[config.mk]
export PLATFORM = sky130hd
export DESIGN_NAME = multicycle_control
export DESIGN_NICKNAME = d
export VERILOG_FILES = /design/src/rtl/multicycle_control.sv
export SDC_FILE = /design/constraint.sdc
export NUM_CORES = 1
export LEC_CHECK = 0
export CAP_MARGIN = 15
export CORE_MARGIN = 8
export CORE_UTILIZATION = 40
export CTS_CLUSTER_SIZE = 8
export DETAILED_ROUTE_END_ITERATION = 12
export HOLD_SLACK_MARGIN = 0.02
export PLACE_DENSITY = 0.68
export SLEW_MARGIN = 20
export SYNTH_ARGS = -nofsm -noshare
export SYNTH_HDL_FRONTEND = slang
export SYNTH_SLANG_ARGS = --single-unit
[constraint.sdc]
create_clock -name clk -period 3.9 [get_ports clk]
set_clock_uncertainty 0.2 [all_clocks]
set_input_delay 0.585 -clock clk [delete_from_list [all_inputs] [get_ports clk]]
set_output_delay 0.585 -clock clk [all_outputs]
set_load 0.02 [all_outputs]
[src/rtl/multicycle_control.sv]
// Control FSM for a multi-cycle RV32I datapath with a unified instruction/data memory.
// It drives the datapath enables and mux selects, waits on memory ready, and traps on timeouts or illegal opcodes.
module multicycle_control #(
  parameter int WAIT_LIMIT = 15,
  parameter int CNT_W      = 8
) (
  input  logic       clk,
  input  logic       reset,
  input  logic [6:0] OP_i,
  input  logic       Zero_i,
  input  logic       Mem_Ready_i,
  output logic       PC_Write_o,
  output logic       IR_Write_o,
  output logic       I_or_D_o,
  output logic       Mem_Read_o,
  output logic       Mem_Write_o,
  output logic       Reg_Write_o,
  output logic       Mem_to_Reg_o,
  output logic [1:0] ALU_Src_A_o,
  output logic [1:0] ALU_Src_B_o,
  output logic [2:0] ALU_Op_o,
  output logic       PC_Src_o,
  output logic       Instr_Done_o,
  output logic       Illegal_Op_o,
  output logic       Timeout_o,
  output logic [3:0] State_o
);

  typedef enum logic [3:0] {
    S_IDLE     = 4'd0,
    S_FETCH    = 4'd1,
    S_DECODE   = 4'd2,
    S_EXEC_R   = 4'd3,
    S_EXEC_I   = 4'd4,
    S_EXEC_LUI = 4'd5,
    S_MEM_ADDR = 4'd6,
    S_MEM_RD   = 4'd7,
    S_MEM_WB   = 4'd8,
    S_MEM_WR   = 4'd9,
    S_ALU_WB   = 4'd10,
    S_BRANCH   = 4'd11,
    S_TRAP     = 4'd15
  } state_t;

  localparam logic [6:0] OPC_R    = 7'h33;
  localparam logic [6:0] OPC_I    = 7'h13;
  localparam logic [6:0] OPC_LUI  = 7'h37;
  localparam logic [6:0] OPC_SW   = 7'h23;
  localparam logic [6:0] OPC_LW   = 7'h03;
  localparam logic [6:0] OPC_BEQ  = 7'h63;
  localparam logic [CNT_W-1:0] LIMIT_M1 = CNT_W'(WAIT_LIMIT - 1);

  state_t           state_q, state_d;
  logic [CNT_W-1:0] cnt_q, cnt_d;
  logic             illegal_q, illegal_d;
  logic             timeout_q, timeout_d;
  logic             mem_wait;

  // A memory state that is not being completed this cycle counts as a wait cycle.
  assign mem_wait = ((state_q == S_FETCH) || (state_q == S_MEM_RD) || (state_q == S_MEM_WR))
                    && !Mem_Ready_i;

  always_comb begin
    state_d   = state_q;
    illegal_d = illegal_q;
    timeout_d = timeout_q;
    case (state_q)
      S_IDLE:     state_d = S_FETCH;
      S_FETCH:    if (Mem_Ready_i) state_d = S_DECODE;
      S_DECODE: begin
        case (OP_i)
          OPC_R:          state_d = S_EXEC_R;
          OPC_I:          state_d = S_EXEC_I;
          OPC_LUI:        state_d = S_EXEC_LUI;
          OPC_LW, OPC_SW: state_d = S_MEM_ADDR;
          OPC_BEQ:        state_d = S_BRANCH;
          default: begin
            state_d   = S_TRAP;
            illegal_d = 1'b1;
          end
        endcase
      end
      S_EXEC_R, S_EXEC_I, S_EXEC_LUI: state_d = S_ALU_WB;
      S_ALU_WB:   state_d = S_FETCH;
      S_MEM_ADDR: begin
        if (OP_i == OPC_LW) state_d = S_MEM_RD;
        else if (OP_i == OPC_SW) state_d = S_MEM_WR;
        else begin
          state_d   = S_TRAP;
          illegal_d = 1'b1;
        end
      end
      S_MEM_RD:   if (Mem_Ready_i) state_d = S_MEM_WB;
      S_MEM_WB:   state_d = S_FETCH;
      S_MEM_WR:   if (Mem_Ready_i) state_d = S_FETCH;
      S_BRANCH:   state_d = S_FETCH;
      S_TRAP:     state_d = S_TRAP;
      default:    state_d = S_TRAP;
    endcase

    if (mem_wait && (cnt_q == LIMIT_M1)) begin
      state_d   = S_TRAP;
      timeout_d = 1'b1;
    end

    // Counter measures only the current wait state, so it restarts on any transition.
    if (state_d != state_q)                 cnt_d = '0;
    else if (mem_wait && (cnt_q != '1))     cnt_d = cnt_q + 1'b1;
    else                                    cnt_d = cnt_q;
  end

  always_ff @(posedge clk or posedge reset) begin
    if (reset) begin
      state_q   <= S_IDLE;
      cnt_q     <= '0;
      illegal_q <= 1'b0;
      timeout_q <= 1'b0;
    end else begin
      state_q   <= state_d;
      cnt_q     <= cnt_d;
      illegal_q <= illegal_d;
      timeout_q <= timeout_d;
    end
  end

  // Outputs decode the registered state (plus ready/zero where noted), so reset clears them at once.
  always_comb begin
    PC_Write_o   = 1'b0;
    IR_Write_o   = 1'b0;
    I_or_D_o     = 1'b0;
    Mem_Read_o   = 1'b0;
    Mem_Write_o  = 1'b0;
    Reg_Write_o  = 1'b0;
    Mem_to_Reg_o = 1'b0;
    ALU_Src_A_o  = 2'b00;
    ALU_Src_B_o  = 2'b00;
    ALU_Op_o     = 3'b000;
    PC_Src_o     = 1'b0;
    Instr_Done_o = 1'b0;
    case (state_q)
      S_FETCH: begin
        Mem_Read_o  = 1'b1;
        ALU_Src_B_o = 2'b01;
        ALU_Op_o    = 3'b011;
        PC_Write_o  = Mem_Ready_i;
        IR_Write_o  = Mem_Ready_i;
      end
      S_DECODE: begin
        ALU_Src_A_o = 2'b10;
        ALU_Src_B_o = 2'b10;
        ALU_Op_o    = 3'b011;
      end
      S_EXEC_R: begin
        ALU_Src_A_o = 2'b01;
        ALU_Src_B_o = 2'b00;
        ALU_Op_o    = 3'b000;
      end
      S_EXEC_I: begin
        ALU_Src_A_o = 2'b01;
        ALU_Src_B_o = 2'b10;
        ALU_Op_o    = 3'b001;
      end
      S_EXEC_LUI: begin
        ALU_Src_A_o = 2'b01;
        ALU_Src_B_o = 2'b10;
        ALU_Op_o    = 3'b010;
      end
      S_MEM_ADDR: begin
        ALU_Src_A_o = 2'b01;
        ALU_Src_B_o = 2'b10;
        ALU_Op_o    = 3'b011;
      end
      S_ALU_WB: begin
        Reg_Write_o  = 1'b1;
        Instr_Done_o = 1'b1;
      end
      S_MEM_RD: begin
        Mem_Read_o = 1'b1;
        I_or_D_o   = 1'b1;
      end
      S_MEM_WB: begin
        Reg_Write_o  = 1'b1;
        Mem_to_Reg_o = 1'b1;
        Instr_Done_o = 1'b1;
      end
      S_MEM_WR: begin
        Mem_Write_o  = 1'b1;
        I_or_D_o     = 1'b1;
        Instr_Done_o = Mem_Ready_i;
      end
      S_BRANCH: begin
        ALU_Src_A_o  = 2'b01;
        ALU_Src_B_o  = 2'b00;
        ALU_Op_o     = 3'b101;
        PC_Src_o     = 1'b1;
        PC_Write_o   = Zero_i;
        Instr_Done_o = 1'b1;
      end
      default: ;
    endcase
  end

  assign Illegal_Op_o = illegal_q;
  assign Timeout_o    = timeout_q;
  assign State_o      = state_q;

endmodule

==> run metrics, run 1 <==
Slew HR 0.482; CTS root buf clkbuf_4; Design Area, Final 0.00156 sq mm; via/cell ratio 5.64; status completed; worst hold path type flip-flop to flip-flop; Post-Layout Cell Count 208; final setup fails 0; clock network latency to the later pin of the worst-skew pair 0.29 ns; number of I/O port buffers 32; # hold bufs at CTS 0; met3 usage 0.0226; GR Util met1 0.166; Syn Area/Cell 8.15 sq um; Post-synth EDFFs 0; asr flop ratio synth 1.00; Iter 0 DRT Violations 98; antenna cell count 0; Max Cap Viol 0; busiest grt layer met2; #FFs+latches synth 14; final WL 3250 um; Crit Path Category flip-flop to output pin; Pleak 0.000598 uW; peak supply drop 0.000117 V; CTS HTree Levels 1; antenna violations before repair 0; arrival time at the worst endpoint 2.48 ns; final worst path period need 3.27 ns; post-synthesis cell area 0.00121 sq mm; clock buffer depth 2; TritonCTS Buffers 3; Worst Setup Start Kind flip-flop; overflow left after global routing 0; slew of the pin with the lowest slew margin 0.766 ns; hold slack 0.280 ns; Synth area leaders dfrtp_1 29%, nor3_1 5.4%, nor2_1 5.0%, o21ai_0 3.7%, nand2_1 3.7%; vias in the first global route 1196; Reg clk slew, reported paths 0.10 ns; CTS tree done; top post-synthesis cells by count 16 x nor2_1, 14 x dfrtp_1, 13 x nor3_1, 12 x nand2_1, 9 x o21ai_0; Critical Path RT 3.12 ns; prevailing post-synth register cell dfrtp_1; 1st-pass router iterations 4; Tot GR Track Use 0.133; core box area 0.00295 sq mm; setup bufs post-CTS 0; P&R area growth vs syn 29.4%; Cell Area, Placed 0.00152 sq mm; Routability Congestion 0.836; PostCTS Resize Cnt 0; IO Count 33; Setup TNS Final 0 ns; top cell type's share of synthesized area 0.290; Overall Power 280 uW; share of cells above drive strength 1 0.0914; Die Ht 70.9 um; pwr/cell area 179 mW/mm^2; Synth cell types 50; crit path max fanout 18; Final HPWL DP 2510 um; Die Wd 70.9 um; die area 0.00503 sq mm; routed length per instance 15.6 um; cell with the most instances after synthesis nor2_1; Routed Antenna Nets 0; Mapped Nets 161; largest net degree at the start of global routing 22; Fin. Hold Viols 0; DRC violations left 0; top cell type by total area after synthesis dfrtp_1; M2 GR Usage 0.229; via count 1173; Syn Inst Count 148; FMAX 306 MHz; RSZ-0062 raised after global routing false; crit end category output pin; Cells after DPL 204; synth warn 0; register area share after synthesis 0.290; Initial Util 0.408; first-pass GRT wire length 5710 um; clk sinks 14; max-slew violations 0; # rows 20; Final nets 189; fin crit share 0.837
[layer usage]
layer	wire length (um)	vias up	share of wire
met1	1440	555	0.44
met2	1670	27	0.51
met4	15	0	0.0046
met3	125	2	0.039
li1	-	589	-
met5	0	-	0
[metrics by stage]
stage | util | worst slack [ns]
4_1_cts | 0.528 | 0.658
3_5_place_dp | 0.516 | 0.614
6_report | 0.528 | 0.635
5_1_grt | 0.528 | 0.465
2_1_floorplan | - | 0.847
3_3_place_gp | 0.516 | 0.674
[worst max-delay path, stage by stage, from the launching register on]
cell,delay (ns)
dfrtp_1,0.75
nor4b_1,0.70
clkdlybuf4s50_1,0.75
[layout by cell type, fill, tap and decap left out, drive strengths merged, types with 2 or more instances in the layout]
master / instances
clkdlybuf4s50: 32
nor2: 16
dfrtp: 14
nor3: 13
nand2: 12
o21ai: 11
inv: 6
nand3: 6
a21oi: 6
o21a: 4
xnor2: 4
xor2: 4
clkbuf: 4
nand2b: 3
or3: 3
nor2b: 2
or4b: 2
nor4: 2
nand3b: 2
o211ai: 2
nor3b: 2
ha: 2
o31ai: 2
[sequential cells by signal, summed over array words and instances, names as in the netlist]
signal	cells
Timeout_o	1
cnt_q	8
Illegal_Op_o	1
State_o	4
[cells by family after synthesis]
kind of cell,count (synthesis),synth area share
xor gates and xnor gates,8,0.0581
and+or+nand+nor,71,0.318
buffers and inverters,15,0.0550
muxes,1,0.00830
DFF,14,0.290
adders and majority gates,2,0.0207
AOI/OAI and AO/OA,37,0.249
[layout make-up]
type | count | area (sq um)
Tap cell | 33 | 41.3
Multi-Input combinational cell | 119 | 790
Clock buffer | 4 | 36.3
Timing Repair Buffer | 32 | 320
Fill cell | 289 | 1390
Inverter | 6 | 22.5
Sequential cell | 14 | 350
[power breakdown]
group	leakage [uW]	internal, uW	switching [uW]	total, uW
Combinational	0.000403	12.7	12.3	25.0
Sequential	0.000175	145	0	145
Clock	0.0000210	56.8	53.0	110
[worst paths after layout]
path	cells after the start	start	endpoint	slack (ns)
worst max-delay path	2	State_o[1]	ALU_Src_A_o[1]	0.63
worst min-delay path	1	Timeout_o	Timeout_o	0.28
worst max register to register	6	State_o[1]	cnt_q[5]	0.98
worst min register to register	1	Timeout_o	Timeout_o	0.28
max in group asynchronous	2	reset	State_o[0]	2.69
min in group asynchronous	2	reset	cnt_q[4]	0.44
Power figures use the tool's default switching activity.
==> inputs of run 2 (changes only) <==
--- a/config.mk
+++ b/config.mk
@@ -11,7 +11,7 @@
 export CTS_CLUSTER_SIZE = 8
 export DETAILED_ROUTE_END_ITERATION = 12
 export HOLD_SLACK_MARGIN = 0.02
-export PLACE_DENSITY = 0.68
+export PLACE_DENSITY = 0.71
 export SLEW_MARGIN = 20
 export SYNTH_ARGS = -nofsm -noshare
 export SYNTH_HDL_FRONTEND = slang
==> constraint.sdc (replaced) <==
create_clock -name clk -period 2.9 [get_ports clk]
set_clock_uncertainty 0.2 [all_clocks]
set_input_delay 0.435 -clock clk [delete_from_list [all_inputs] [get_ports clk]]
set_output_delay 0.435 -clock clk [all_outputs]
set_load 0.02 [all_outputs]
==> run metrics, run 2 (synthesis gave the netlist of run 1 again) <==
routed length per instance 15.2 um; Die Wd 70.9 um; CTS HTree Levels 1; Crit-path slowest cell or4b_2; Die Ht 70.9 um; Initial Util 0.408; Slew HR 0.602; Setup TNS Final 0 ns; Final Util 0.575; Reg clk slew, reported paths 0.08 ns; IO Count 33; fin crit share 0.967; Final HPWL DP 2800 um; crit path cell chain inv_1 > ha_1 > or4b_2 > nor4_1 > nor2_1 > a32oi_4 > nor3_1; via count 1271; CTS root buf clkbuf_4; max-slew violations 0; DRC violations left 0; Iter 0 DRT Violations 79; crit end category flip-flop; Cell Area, Placed 0.00167 sq mm; vias in the first global route 1292; Final nets 208; commonest non-fill, non-tap cell in the layout clkdlybuf4s50_1; Top reg by flops cnt_q; antenna violations before repair 0; peak supply drop 0.000100 V; slew of the pin with the lowest slew margin 0.592 ns; crit path max fanout 8; die area 0.00503 sq mm; Routed Antenna Nets 0; # rows 20; status completed; Sw Pwr 75.4 uW; Critical Path RT 2.84 ns; 1st-pass router iterations 4; RSZ-0062 raised after global routing false; Crit Path Category flip-flop to flip-flop; Tot GR Track Use 0.140; clk sinks 14; Largest register FFs 8; RR Startpoint cnt_q[0]; number of I/O port buffers 32; CTS tree done; hold endpoint Timeout_o; pwr/cell area 201 mW/mm^2; TritonCTS Buffers 3; Worst Reg-to-Reg Cells 7; clock buffer depth 2; slowest stage delay, CP 0.60 ns; final worst path period need 2.81 ns; Routability Congestion 0.814; switching portion of total power 0.221; Cells after DPL 223; P&R area growth vs syn 40.7%; clock power share 0.309; hold slack 0.268 ns; via/cell ratio 5.62; worst hold path type flip-flop to flip-flop; worst hold path startpoint Timeout_o; overflow left after global routing 0; internal power 266 uW; Fin. Hold Viols 0; final setup fails 0; largest net degree at the start of global routing 16; antenna cell count 0; Post-Layout Cell Count 226; FF-to-FF setup slack 0.09 ns; Reg power frac 0.571; Reg-to-Reg End cnt_q[4]; crit path launch cnt_q[0]; Pleak 0.000683 uW; FMAX 356 MHz; share of cells above drive strength 1 0.187; WHS Path Cells 1; Worst Setup Start Kind flip-flop; most frequent cells in the layout 32 x clkdlybuf4s50_1, 19 x buf_4, 16 x nor2_1; clock network latency to the later pin of the worst-skew pair 0.27 ns; Max Cap Viol 0; combinational share of power 0.119; final WL 3440 um; Design Area, Final 0.00170 sq mm; first-pass GRT wire length 5850 um; arrival time at the worst endpoint 2.75 ns; core box area 0.00295 sq mm
run 2: power by group through the flow:
stage,clock network (uW),logic (uW),registers (uW)
floorplan,0,15.3,199
global placement,0,39.3,199
detailed placement,0,41.3,199
CTS,109,41.4,195
global route,118,44.9,195
finish,106,40.8,195
run 2: worst max path at each step:
stage,depth (start not counted),slack [ns],end
floorplan,6,0.18,PC_Write_o
global placement,7,-0.04,cnt_q[1]
CTS,7,0.11,cnt_q[4]
finish,7,0.09,cnt_q[4]
detailed placement,9,-0.13,cnt_q[4]
global route,6,0.007,ALU_Op_o[0]
run 2: layer usage:
layer  wire, um  track usage
met1       1470        0.160
met2       1820        0.252
met3        127       0.0212
met4         24       0.0531
met5          0            0
run 2: area by class of cell:
cell class | count | area (sq um)
fillers | 288 | 1260
multi-input cells | 119 | 796
repair buffers | 51 | 463
flip-flops and latches | 14 | 352
well taps | 33 | 41.3
clock buffers | 3 | 22.5
inverters | 6 | 22.5
run 2: critical path, delay by kind of cell, from the launching register on:
family          cells  cell delay [ns]
fa+ha+maj           1             0.14
compound gates      1             0.43
flops               1             0.43
buf+inv             1             0.09
simple gates        4             1.38
run 2: timing repair:
item	CTS	global route
setup endpoints to repair	0	1
gates resized for setup	0	1
hold buffers	0	0
buffers inserted	0	0
run 2: stage by stage:
| stage | power, uW | worst slack, ns |
|---|---|---|
| after CTS | 345 | 0.112 |
| after detailed placement | 240 | -0.129 |
| final | 341 | 0.0944 |
| after global routing | 358 | 0.00667 |
| after floorplan | 214 | 0.179 |
| after global placement | 238 | -0.0433 |
